===== src/rtl/aes_seq_ctrl_if.sv =====
// rtl/aes_seq_ctrl_if.sv - host and AES core signal bundle for aes_seq_ctrl
interface aes_seq_ctrl_if;
   logic         cmd_valid;
   logic         cmd_ready;
   logic         cmd_inv;
   logic [1:0]   cmd_nk;
   logic [7:0]   cmd_nblk;
   logic         key_valid;
   logic         key_ready;
   logic [31:0]  key_w;
   logic         blk_valid;
   logic         blk_ready;
   logic [127:0] blk_data;
   logic         res_valid;
   logic         res_last;
   logic [127:0] res_data;
   logic         busy;
   logic         err;
   logic         aes_inv_valid;
   logic         aes_inv;
   logic         aes_nk_valid;
   logic [1:0]   aes_nk;
   logic         aes_key_expand;
   logic         aes_key_valid;
   logic [31:0]  aes_key_w;
   logic         aes_pct_first_flag;
   logic [127:0] aes_pct;
   logic         aes_key_expand_done;
   logic         aes_out_pct_valid;
   logic         aes_out_pct_last_flag;
   logic [127:0] aes_out_pct;

   // controller view
   modport slave (
      input  cmd_valid, cmd_inv, cmd_nk, cmd_nblk, key_valid, key_w, blk_valid, blk_data,
             aes_key_expand_done, aes_out_pct_valid, aes_out_pct_last_flag, aes_out_pct,
      output cmd_ready, key_ready, blk_ready, res_valid, res_last, res_data, busy, err,
             aes_inv_valid, aes_inv, aes_nk_valid, aes_nk, aes_key_expand, aes_key_valid,
             aes_key_w, aes_pct_first_flag, aes_pct
   );

   // host plus core view
   modport master (
      output cmd_valid, cmd_inv, cmd_nk, cmd_nblk, key_valid, key_w, blk_valid, blk_data,
             aes_key_expand_done, aes_out_pct_valid, aes_out_pct_last_flag, aes_out_pct,
      input  cmd_ready, key_ready, blk_ready, res_valid, res_last, res_data, busy, err,
             aes_inv_valid, aes_inv, aes_nk_valid, aes_nk, aes_key_expand, aes_key_valid,
             aes_key_w, aes_pct_first_flag, aes_pct
   );
endinterface


===== src/rtl/aes_seq_ctrl.sv =====
// rtl/aes_seq_ctrl.sv - job sequencer for an AES core: config, key load, expansion wait, block stream
module aes_seq_ctrl #(
   parameter int KE_TIMEOUT = 1023
) (
   input  logic          clk,
   input  logic          rst,
   aes_seq_ctrl_if.slave bus
);
   localparam int KW_W = (KE_TIMEOUT > 1) ? $clog2(KE_TIMEOUT) : 1;
   localparam logic [KW_W-1:0] KW_LAST = KW_W'(KE_TIMEOUT - 1);

   typedef enum logic [2:0] {IDLE, CFG, KSTART, KLOAD, KWAIT, RUN, DRAIN} state_t;

   state_t         state;
   state_t         state_nx;
   logic           inv_q;
   logic [1:0]     nk_q;
   logic [7:0]     nblk_q;
   logic [3:0]     kcnt;
   logic [3:0]     kwords;
   logic [KW_W-1:0] kw_cnt;
   logic [7:0]     issued;
   logic [7:0]     completed;
   logic           inflight;
   logic           err_q;
   logic           res_valid_q;
   logic           res_last_q;
   logic [127:0]   res_data_q;
   logic           pct_first_q;
   logic [127:0]   pct_q;

   logic cmd_hs;
   logic key_hs;
   logic kw_last;
   logic blk_rdy;
   logic blk_hs;
   logic core_res;
   logic res_take;
   logic res_final;
   logic stray;
   logic ke_expire;

   always_comb begin
      case (nk_q)
         2'd0:    kwords = 4'd4;
         2'd1:    kwords = 4'd6;
         default: kwords = 4'd8;
      endcase
   end

   assign cmd_hs    = (state == IDLE) && bus.cmd_valid;
   assign key_hs    = (state == KLOAD) && bus.key_valid;
   assign kw_last   = key_hs && (kcnt == kwords - 4'd1);
   assign blk_rdy   = (state == RUN) && !inflight && (issued < nblk_q);
   assign blk_hs    = blk_rdy && bus.blk_valid;
   assign core_res  = bus.aes_out_pct_valid && bus.aes_out_pct_last_flag;
   assign res_take  = core_res && inflight;
   // a result arriving with no block outstanding cannot be attributed to the job
   assign stray     = core_res && !inflight;
   assign res_final = res_take && (completed + 8'd1 == nblk_q);
   assign ke_expire = (state == KWAIT) && !bus.aes_key_expand_done && (kw_cnt == KW_LAST);

   always_ff @(posedge clk or posedge rst) begin
      if (rst) begin
         state <= IDLE;
      end else begin
         state <= state_nx;
      end
   end

   always_comb begin
      state_nx = state;
      case (state)
         IDLE: begin
            if (bus.cmd_valid && (bus.cmd_nk != 2'd3)) state_nx = CFG;
         end
         CFG:    state_nx = KSTART;
         KSTART: state_nx = KLOAD;
         KLOAD: begin
            if (kw_last) state_nx = KWAIT;
         end
         KWAIT: begin
            if (bus.aes_key_expand_done) state_nx = (nblk_q != 8'd0) ? RUN : IDLE;
            else if (ke_expire)          state_nx = IDLE;
         end
         RUN: begin
            if (blk_hs && (issued + 8'd1 == nblk_q)) state_nx = DRAIN;
         end
         DRAIN: begin
            if (res_final) state_nx = IDLE;
         end
         default: state_nx = IDLE;
      endcase
   end

   always_ff @(posedge clk or posedge rst) begin
      if (rst) begin
         inv_q       <= 1'b0;
         nk_q        <= 2'd0;
         nblk_q      <= 8'd0;
         kcnt        <= 4'd0;
         kw_cnt      <= '0;
         issued      <= 8'd0;
         completed   <= 8'd0;
         inflight    <= 1'b0;
         err_q       <= 1'b0;
         res_valid_q <= 1'b0;
         res_last_q  <= 1'b0;
         res_data_q  <= '0;
         pct_first_q <= 1'b0;
         pct_q       <= '0;
      end else begin
         if (cmd_hs) begin
            inv_q     <= bus.cmd_inv;
            nk_q      <= bus.cmd_nk;
            nblk_q    <= bus.cmd_nblk;
            issued    <= 8'd0;
            completed <= 8'd0;
         end else begin
            if (blk_hs)   issued    <= issued + 8'd1;
            if (res_take) completed <= completed + 8'd1;
         end

         if (state != KLOAD) kcnt <= 4'd0;
         else if (key_hs)    kcnt <= kcnt + 4'd1;

         if (state != KWAIT) kw_cnt <= '0;
         else                kw_cnt <= kw_cnt + KW_W'(1);

         if (blk_hs)        inflight <= 1'b1;
         else if (res_take) inflight <= 1'b0;

         if (stray || ke_expire) err_q <= 1'b1;
         else if (cmd_hs)        err_q <= (bus.cmd_nk == 2'd3);

         res_valid_q <= res_take;
         res_last_q  <= res_final;
         if (res_take) res_data_q <= bus.aes_out_pct;

         pct_first_q <= blk_hs;
         if (blk_hs) pct_q <= bus.blk_data;
      end
   end

   assign bus.cmd_ready          = (state == IDLE);
   assign bus.busy               = (state != IDLE);
   assign bus.err                = err_q;
   assign bus.key_ready          = (state == KLOAD);
   assign bus.blk_ready          = blk_rdy;
   assign bus.res_valid          = res_valid_q;
   assign bus.res_last           = res_last_q;
   assign bus.res_data           = res_data_q;
   // config fields are only presented while their valids are up
   assign bus.aes_inv_valid      = (state == CFG);
   assign bus.aes_nk_valid       = (state == CFG);
   assign bus.aes_inv            = (state == CFG) && inv_q;
   assign bus.aes_nk             = (state == CFG) ? nk_q : 2'd0;
   assign bus.aes_key_expand     = (state == KSTART);
   assign bus.aes_key_valid      = key_hs;
   assign bus.aes_key_w          = key_hs ? bus.key_w : 32'd0;
   assign bus.aes_pct_first_flag = pct_first_q;
   assign bus.aes_pct            = pct_q;
endmodule


===== src/flat_wrapper.sv =====
// flat-port wrapper written by rule: the top's interface ports become plain ports
module aes_seq_ctrl_flat 
#(
   parameter int KE_TIMEOUT = 1023
)
  (clk, rst, bus_cmd_valid, bus_cmd_inv, bus_cmd_nk, bus_cmd_nblk, bus_key_valid, bus_key_w, bus_blk_valid, bus_blk_data, bus_aes_key_expand_done, bus_aes_out_pct_valid, bus_aes_out_pct_last_flag, bus_aes_out_pct, bus_cmd_ready, bus_key_ready, bus_blk_ready, bus_res_valid, bus_res_last, bus_res_data, bus_busy, bus_err, bus_aes_inv_valid, bus_aes_inv, bus_aes_nk_valid, bus_aes_nk, bus_aes_key_expand, bus_aes_key_valid, bus_aes_key_w, bus_aes_pct_first_flag, bus_aes_pct);
  aes_seq_ctrl_if bus_i ();
  input  logic clk;
  input  logic rst;
  input wire logic [$bits(bus_i.cmd_valid)-1:0] bus_cmd_valid;
  input wire logic [$bits(bus_i.cmd_inv)-1:0] bus_cmd_inv;
  input wire logic [$bits(bus_i.cmd_nk)-1:0] bus_cmd_nk;
  input wire logic [$bits(bus_i.cmd_nblk)-1:0] bus_cmd_nblk;
  input wire logic [$bits(bus_i.key_valid)-1:0] bus_key_valid;
  input wire logic [$bits(bus_i.key_w)-1:0] bus_key_w;
  input wire logic [$bits(bus_i.blk_valid)-1:0] bus_blk_valid;
  input wire logic [$bits(bus_i.blk_data)-1:0] bus_blk_data;
  input wire logic [$bits(bus_i.aes_key_expand_done)-1:0] bus_aes_key_expand_done;
  input wire logic [$bits(bus_i.aes_out_pct_valid)-1:0] bus_aes_out_pct_valid;
  input wire logic [$bits(bus_i.aes_out_pct_last_flag)-1:0] bus_aes_out_pct_last_flag;
  input wire logic [$bits(bus_i.aes_out_pct)-1:0] bus_aes_out_pct;
  output wire logic [$bits(bus_i.cmd_ready)-1:0] bus_cmd_ready;
  output wire logic [$bits(bus_i.key_ready)-1:0] bus_key_ready;
  output wire logic [$bits(bus_i.blk_ready)-1:0] bus_blk_ready;
  output wire logic [$bits(bus_i.res_valid)-1:0] bus_res_valid;
  output wire logic [$bits(bus_i.res_last)-1:0] bus_res_last;
  output wire logic [$bits(bus_i.res_data)-1:0] bus_res_data;
  output wire logic [$bits(bus_i.busy)-1:0] bus_busy;
  output wire logic [$bits(bus_i.err)-1:0] bus_err;
  output wire logic [$bits(bus_i.aes_inv_valid)-1:0] bus_aes_inv_valid;
  output wire logic [$bits(bus_i.aes_inv)-1:0] bus_aes_inv;
  output wire logic [$bits(bus_i.aes_nk_valid)-1:0] bus_aes_nk_valid;
  output wire logic [$bits(bus_i.aes_nk)-1:0] bus_aes_nk;
  output wire logic [$bits(bus_i.aes_key_expand)-1:0] bus_aes_key_expand;
  output wire logic [$bits(bus_i.aes_key_valid)-1:0] bus_aes_key_valid;
  output wire logic [$bits(bus_i.aes_key_w)-1:0] bus_aes_key_w;
  output wire logic [$bits(bus_i.aes_pct_first_flag)-1:0] bus_aes_pct_first_flag;
  output wire logic [$bits(bus_i.aes_pct)-1:0] bus_aes_pct;
  assign bus_i.cmd_valid = bus_cmd_valid;
  assign bus_i.cmd_inv = bus_cmd_inv;
  assign bus_i.cmd_nk = bus_cmd_nk;
  assign bus_i.cmd_nblk = bus_cmd_nblk;
  assign bus_i.key_valid = bus_key_valid;
  assign bus_i.key_w = bus_key_w;
  assign bus_i.blk_valid = bus_blk_valid;
  assign bus_i.blk_data = bus_blk_data;
  assign bus_i.aes_key_expand_done = bus_aes_key_expand_done;
  assign bus_i.aes_out_pct_valid = bus_aes_out_pct_valid;
  assign bus_i.aes_out_pct_last_flag = bus_aes_out_pct_last_flag;
  assign bus_i.aes_out_pct = bus_aes_out_pct;
  assign bus_cmd_ready = bus_i.cmd_ready;
  assign bus_key_ready = bus_i.key_ready;
  assign bus_blk_ready = bus_i.blk_ready;
  assign bus_res_valid = bus_i.res_valid;
  assign bus_res_last = bus_i.res_last;
  assign bus_res_data = bus_i.res_data;
  assign bus_busy = bus_i.busy;
  assign bus_err = bus_i.err;
  assign bus_aes_inv_valid = bus_i.aes_inv_valid;
  assign bus_aes_inv = bus_i.aes_inv;
  assign bus_aes_nk_valid = bus_i.aes_nk_valid;
  assign bus_aes_nk = bus_i.aes_nk;
  assign bus_aes_key_expand = bus_i.aes_key_expand;
  assign bus_aes_key_valid = bus_i.aes_key_valid;
  assign bus_aes_key_w = bus_i.aes_key_w;
  assign bus_aes_pct_first_flag = bus_i.aes_pct_first_flag;
  assign bus_aes_pct = bus_i.aes_pct;
  aes_seq_ctrl #(.KE_TIMEOUT(KE_TIMEOUT)) u_core (.clk(clk), .rst(rst), .bus(bus_i));
endmodule

===== config.mk =====
export PLATFORM = sky130hd
export DESIGN_NAME = aes_seq_ctrl_flat
export DESIGN_NICKNAME = d
export VERILOG_FILES = /design/src/rtl/aes_seq_ctrl_if.sv /design/src/rtl/aes_seq_ctrl.sv /design/src/flat_wrapper.sv
export SDC_FILE = /design/constraint.sdc
export NUM_CORES = 1
export LEC_CHECK = 0
export ABC_AREA = 0
export BUFFER_PORTS_ARGS = -buffer_cell sky130_fd_sc_hd__buf_2
export CORE_AREA = 4 4 238 240
export DETAILED_ROUTE_END_ITERATION = 8
export DIE_AREA = 0 0 242 244
export PLACE_DENSITY = 0.55
export SYNTH_ARGS = -nofsm -noshare
export SYNTH_HDL_FRONTEND = slang
export SYNTH_SLANG_ARGS = --single-unit

===== constraint.sdc =====
create_clock -name clk -period 7.9 [get_ports clk]
set_input_delay 0 -clock clk [delete_from_list [all_inputs] [get_ports clk]]
set_output_delay 0 -clock clk [all_outputs]
set_load 0.05 [all_outputs]

Yosys cells after proc, flatten, opt, wreduce, memory -nomap -nowiden
Index checks and enable logic that the tools add are counted.
{ "op_classes": {"addsub": 5, "order_cmp": 1, "n_eq_ne": 20, "n_mux": 22, "n_reduce_logical": 28} }
{ "ops": {"columns": ["op", "count"], "rows": [
  ["$mux W32", 1],
  ["$mux W8", 4],
  ["$mux W3", 7],
  ["$pmux W3 S7", 1],
  ["$add A8 B1 Y8 const B", 2],
  ["$eq A8 B8 Y1", 2],
  ["$logic_and A1 B1 Y1", 15],
  ["$add A10 B1 Y10 const B", 1],
  ["$eq A10 B10 Y1 const B", 1],
  ["$mux W10", 1],
  ["$reduce_bool A2 Y1", 5],
  ["$eq A3 B3 Y1 const B", 3],
  ["$lt A8 B8 Y1", 1],
  ["$mux W4", 2],
  ["$pmux W4 S2", 1],
  ["$reduce_bool A8 Y1", 1],
  ["$eq A3 B2 Y1 const B", 2],
  ["$ne A2 B1 Y1 const B", 3],
  ["$ne A3 B2 Y1 const B", 2],
  ["$reduce_and A5 Y1", 1],
  ["$add A4 B1 Y4 const B", 1],
  ["$eq A4 B4 Y1", 1],
  ["$mux W1", 4],
  ["$ne A2 B2 Y1 const B", 2],
  ["other kinds (11)", 12]
]} }
{ "totals": {"ff_bits": 305, "inputBits": 307, "output_inout_bits": 303, "wordCells": 91} }

Depth between registers and ports, before layout
{ "depth": {"ltp_word": 7, "ltp_mapped": 12, "mapped_depth_nobuf": 9} }

Least setup slack after synthesis
OpenSTA, ideal clock, no wires.
{ "synth_path": {"kind": "flip-flop to flip-flop", "start": "register u_core.state[1]", "end": "register u_core.issued[6]", "setup_time_ns": 0.121, "t_arrival_ns": 2.410, "required_time_ns": 7.779, "path_slack_ns": 5.370, "stages_incl_launch_ff": 9, "path_buffers": 1, "synth_period_minus_slack_ns": 2.530, "cell_sequence": "dfrtp_1 -> buf_6 -> inv_1 -> nand3_1 -> inv_1 -> nand2_1 -> o21ai_0 -> o21ai_0 -> a22o_1"} }
{ "synth_via": {"elab_cells_between_ends": 8, "classes_between": "eq/ne (1); mux (1); reduce/logical (6)"} }
{ "synth_rtl": {"columns": ["element", "line_no", "text"], "rows": [
  ["start, declared", "aes_seq_ctrl.sv:14", "state_t state;"],
  ["start signal, assigned", "aes_seq_ctrl.sv:67", "state <= state_nx;"],
  ["$logic_not A3 Y1 (*)", null, null],
  ["net bus_cmd_ready", "flat_wrapper.sv:22", "output wire logic [$bits(bus_i.cmd_ready)-1:0] bus_cmd_ready;"],
  ["$logic_and A1 B1 Y1 (*)", "aes_seq_ctrl.sv:51", "assign cmd_hs = (state == IDLE) && bus.cmd_valid;"],
  ["$mux W8 / $reduce_bool A2 Y1 (equally long branches)", null, null],
  ["end signal, assigned", "aes_seq_ctrl.sv:120", "if (blk_hs) issued <= issued + 8'd1;"],
  ["end, declared", "aes_seq_ctrl.sv:22", "logic [7:0] issued;"]
]} }
The timed path passes the listed nets; every way through them passes the cells marked *.
A chain may end at the register's enable or synchronous reset.

Final worst setup path
{ "layout_path": {"start": "register u_core.nblk_q[6]", "end": "register u_core.pct_q[106], in the netlist u_core.bus.aes_pct[106]"} }
{ "layout_via": {"elab_chain_cells": 3} }
{ "layout_rtl": {"columns": ["element", "line_no", "text"], "rows": [
  ["start, declared", "aes_seq_ctrl.sv:18", "logic [7:0] nblk_q;"],
  ["start signal, assigned", "aes_seq_ctrl.sv:116", "nblk_q <= bus.cmd_nblk;"],
  ["$lt A8 B8 Y1", "aes_seq_ctrl.sv:54", "assign blk_rdy = (state == RUN) && !inflight && (issued < nblk_q);"],
  ["$logic_and A1 B1 Y1", "aes_seq_ctrl.sv:54", null],
  ["$logic_and A1 B1 Y1", "aes_seq_ctrl.sv:55", "assign blk_hs = blk_rdy && bus.blk_valid;"],
  ["end signal, assigned", "aes_seq_ctrl.sv:141", "if (blk_hs) pct_q <= bus.blk_data;"],
  ["end, declared", "aes_seq_ctrl.sv:30", "logic [127:0] pct_q;"]
]} }
Every way passes these cells.

==> summary.md <==
- result of the run: complete, no violations
- unrepaired setup endpoints after global routing: false
- Cell Pwr Density: 411 nW/um2
- Core Box Area: 54700 um2
- DRT antenna net count: 0
- crit path time final: 3.63 ns
- post-synthesis cell area: 12700 um2
- routability congestion estimate: 1.00
- most used flip-flop cell after synthesis: dfrtp_1
- Num CTS Buffers: 37
- Final HPWL DP: 32900 um
- flip-flop and latch count after synthesis: 305
- total number of vias: 12.8k
- overflow left after global routing: 0
- number of distinct library cells after synthesis: 52
- flop-to-flop setup slack: 4.27 ns
- static power due to leakage: 0.0113 uW
- number of input and output port buffers inserted: 609
- fin worst setup slack: 4.27 ns
- worst vdd rail ir drop: 287 uV
- slowest stage cell, crit path: buf_4
- share of the yosys chip area belonging to registers: 0.600
- source-to-sink clock delay at the later pin of the worst-skew pair: 0.54 ns
- Chip Height: 244 um
- CTS HTree Levels: 2
- Routed WL: 47700 um
- worst rel slew slack: 0.365
- maximum number of pins on one net before global-route repair: 151
- endpoint type of the worst setup path: register
- timing-limited maximum frequency: 0.275 GHz
- post-synthesis to final-layout area growth: 59.8%
- largest driver fanout on the critical path: 85
- number of antenna violations at the first check in global routing: 2
- startpoint-to-endpoint class of the critical path: reg -> reg
- Clock Sink Count: 305
- Post-CTS Repair Setup Buffers: 0
- average wire per standard cell: 15.7 um
- Die X-Extent: 242 um
- CP bufs+invs: 3
- total power: 8350 uW
- Pre-antenna DRT Iters: 5
- number of global-route vias before repair: 13.5k
- share of flip-flops with an asynchronous set or reset after synthesis: 1.00
- number of DRC markers in iteration 0: 649
- most frequent standard cell in the layout excluding fill and tap cells: nand2_1
- total setup violations reported at the end of the flow: 0
- first-pass GRT wire length: 75600 um
- number of nets in the finished design: 2623
- clock root buffer master: clkbuf_16
- post-DR vias/cell: 4.24
- cell class contributing the biggest share of worst-path delay: buffers and inverters
- period utilization: 0.460
- sequence of cells on the critical path: inv_1 > ha_1 > a21o_1 > a2111oi_4 > nand2_1 > or2_4 > inv_4 > buf_4 > nand2_1 > nand2_1
- number of rows in the core area: 86
- number of nets in the synthesized netlist: 1770
- Mapped Cells: 1450
- clk slew on worst S/H paths: 0.07 ns
- hold violation count in the final report: 0
- Startpoint Class: register
- Die ar.: 59000 um2
- worst setup skew after layout: 0.0219 ns
- cell mode on critical path: nand2_1
- Final Max Tran Viols: 0
- effective utilization at floorplan: 0.233
- Max-cap violations: 0
- type of the worst min-delay path: in -> async
- Largest stage delay, worst path: 0.76 ns
- maximum root-to-sink buffer count: 3
- global router's overall resource usage: 0.157
- post-placement setup slack: 4.30 ns
- per-instance average area after synthesis: 8.77 um2
- leading cell types in the layout, fill and taps excluded: nand2_1 (808), buf_2 (609), dfrtp_1 (305), dlygate4sd3_1 (274), clkbuf_16 (39)
- count of flip-flops with a built-in enable after synthesis: 0
- fraction of layout instances using a drive strength above 1: 0.290
- pin slew with the least headroom to its limit: 0.953 ns
- yosys synthesis warning count: 0
- final routed DRC violation total: 0
- TritonCTS clock tree: yes
- arrival time of data at the critical path endpoint: 4.10 ns
- Data required, critical path: 8.36 ns
- final sum of negative setup slack: 0 ns
- IO Pins: 610
-- per-stage QoR --
step           utilization  cell area, um2  cells  hold slack [ns]
2_1_floorplan            -           12700   1450           0.0962
4_1_cts              0.372           20300   3032            0.130
5_1_grt              0.372           20300   3033            0.162
6_report             0.372           20300   3033            0.173
3_3_place_gp         0.300           16400   2694            0.188
3_5_place_dp         0.300           16400   2694            0.192
-- cells in the mapped netlist, drive strengths merged (3+ instances only) --
library cell,instances,area (um2)
nand3,22,110
dfrtp,305,7630
and3,34,213
nor4,3,18.8
a21oi,9,45.0
o21ai,19,95.1
or3,9,56.3
xor2,19,166
inv,24,90.1
buf,29,173
xnor2,19,166
a21boi,5,37.5
ha,13,163
and2,5,31.3
nand2,808,3030
nor2,32,120
nor3,6,30.0
nor2b,4,25.0
a211oi,3,22.5
nand4,6,37.5
clkbuf,46,173
-- power breakdown --
group	switching (uW)	internal (uW)	leakage, uW
combinational	3190	935	0.00683
clock	668	987	0.000575
sequential	388	2180	0.00394
-- repair_timing --
action	in CTS	in global routing
hold buffers	274	0
resized for setup	0	0
hold endpoints to repair	305	0
-- logic make-up after synthesis --
kind of cell | count (synthesis) | share of synthesized area
xor+xnor | 38 | 0.0262
buf+inv | 99 | 0.0342
flops | 305 | 0.600
compound gates | 55 | 0.0294
mux | 2 | 0.00157
simple gates | 938 | 0.296
fa+ha+maj | 13 | 0.0128
-- worst reg2reg max path, stage by stage, from the launching register on --
cell	delay, ns
dfrtp_1	0.44
inv_1	0.11
ha_1	0.30
a21o_1	0.21
a2111oi_4	0.36
nand2_1	0.11
or2_4	0.45
inv_4	0.48
buf_4	0.80
nand2_1	0.21
nand2_1	0.10
-- worst paths after layout --
path	to	from	depth (start not counted)
worst min register to register	u_core.bus.res_data[119]$_DFFE_PP0P_	u_core.bus.res_data[119]$_DFFE_PP0P_	2
worst min-delay path	u_core.bus.res_data[96]$_DFFE_PP0P_	rst	3
max in group asynchronous	u_core.bus.aes_pct[118]$_DFFE_PP0P_	rst	4
worst max register to register	u_core.bus.aes_pct[106]$_DFFE_PP0P_	u_core.nblk_q[6]$_DFFE_PP0P_	10
min in group clk	u_core.bus.res_data[35]$_DFFE_PP0P_	bus_aes_out_pct[35]	4
worst max-delay path	u_core.bus.aes_pct[106]$_DFFE_PP0P_	u_core.nblk_q[6]$_DFFE_PP0P_	10
-- layer usage --
metal / part of all wire / global-route usage
met5: 0.00027 / 0
met4: 0.047 / 0.0746
met3: 0.076 / 0.0462
met2: 0.50 / 0.278
met1: 0.37 / 0.174
-- state kept, by name (all words and copies together) (netlist names) --
signal / flops
u_core.state: 3
u_core.inflight: 1
u_core.kcnt: 4
u_core.bus.res_valid: 1
u_core.inv_q: 1
u_core.bus.err: 1
u_core.nk_q: 2
u_core.completed: 8
u_core.issued: 8
u_core.bus.res_last: 1
u_core.bus.aes_pct_first_flag: 1
u_core.nblk_q: 8
u_core.kw_cnt: 10
u_core.bus.res_data: 128
u_core.bus.aes_pct: 128
-- layout make-up --
| cell class | count | area [um2] |
|---|---|---|
| well taps | 704 | 881 |
| clock buffers | 59 | 1140 |
| fillers | 5486 | 34300 |
| flip-flops and latches | 305 | 7630 |
| inverters | 24 | 98.8 |
| clock inverters | 5 | 35.0 |
| diodes | 1 | 2.50 |
| multi-input cells | 1046 | 4660 |
| repair buffers | 889 | 5860 |
No activity file was read; power rests on OpenSTA's default activity.
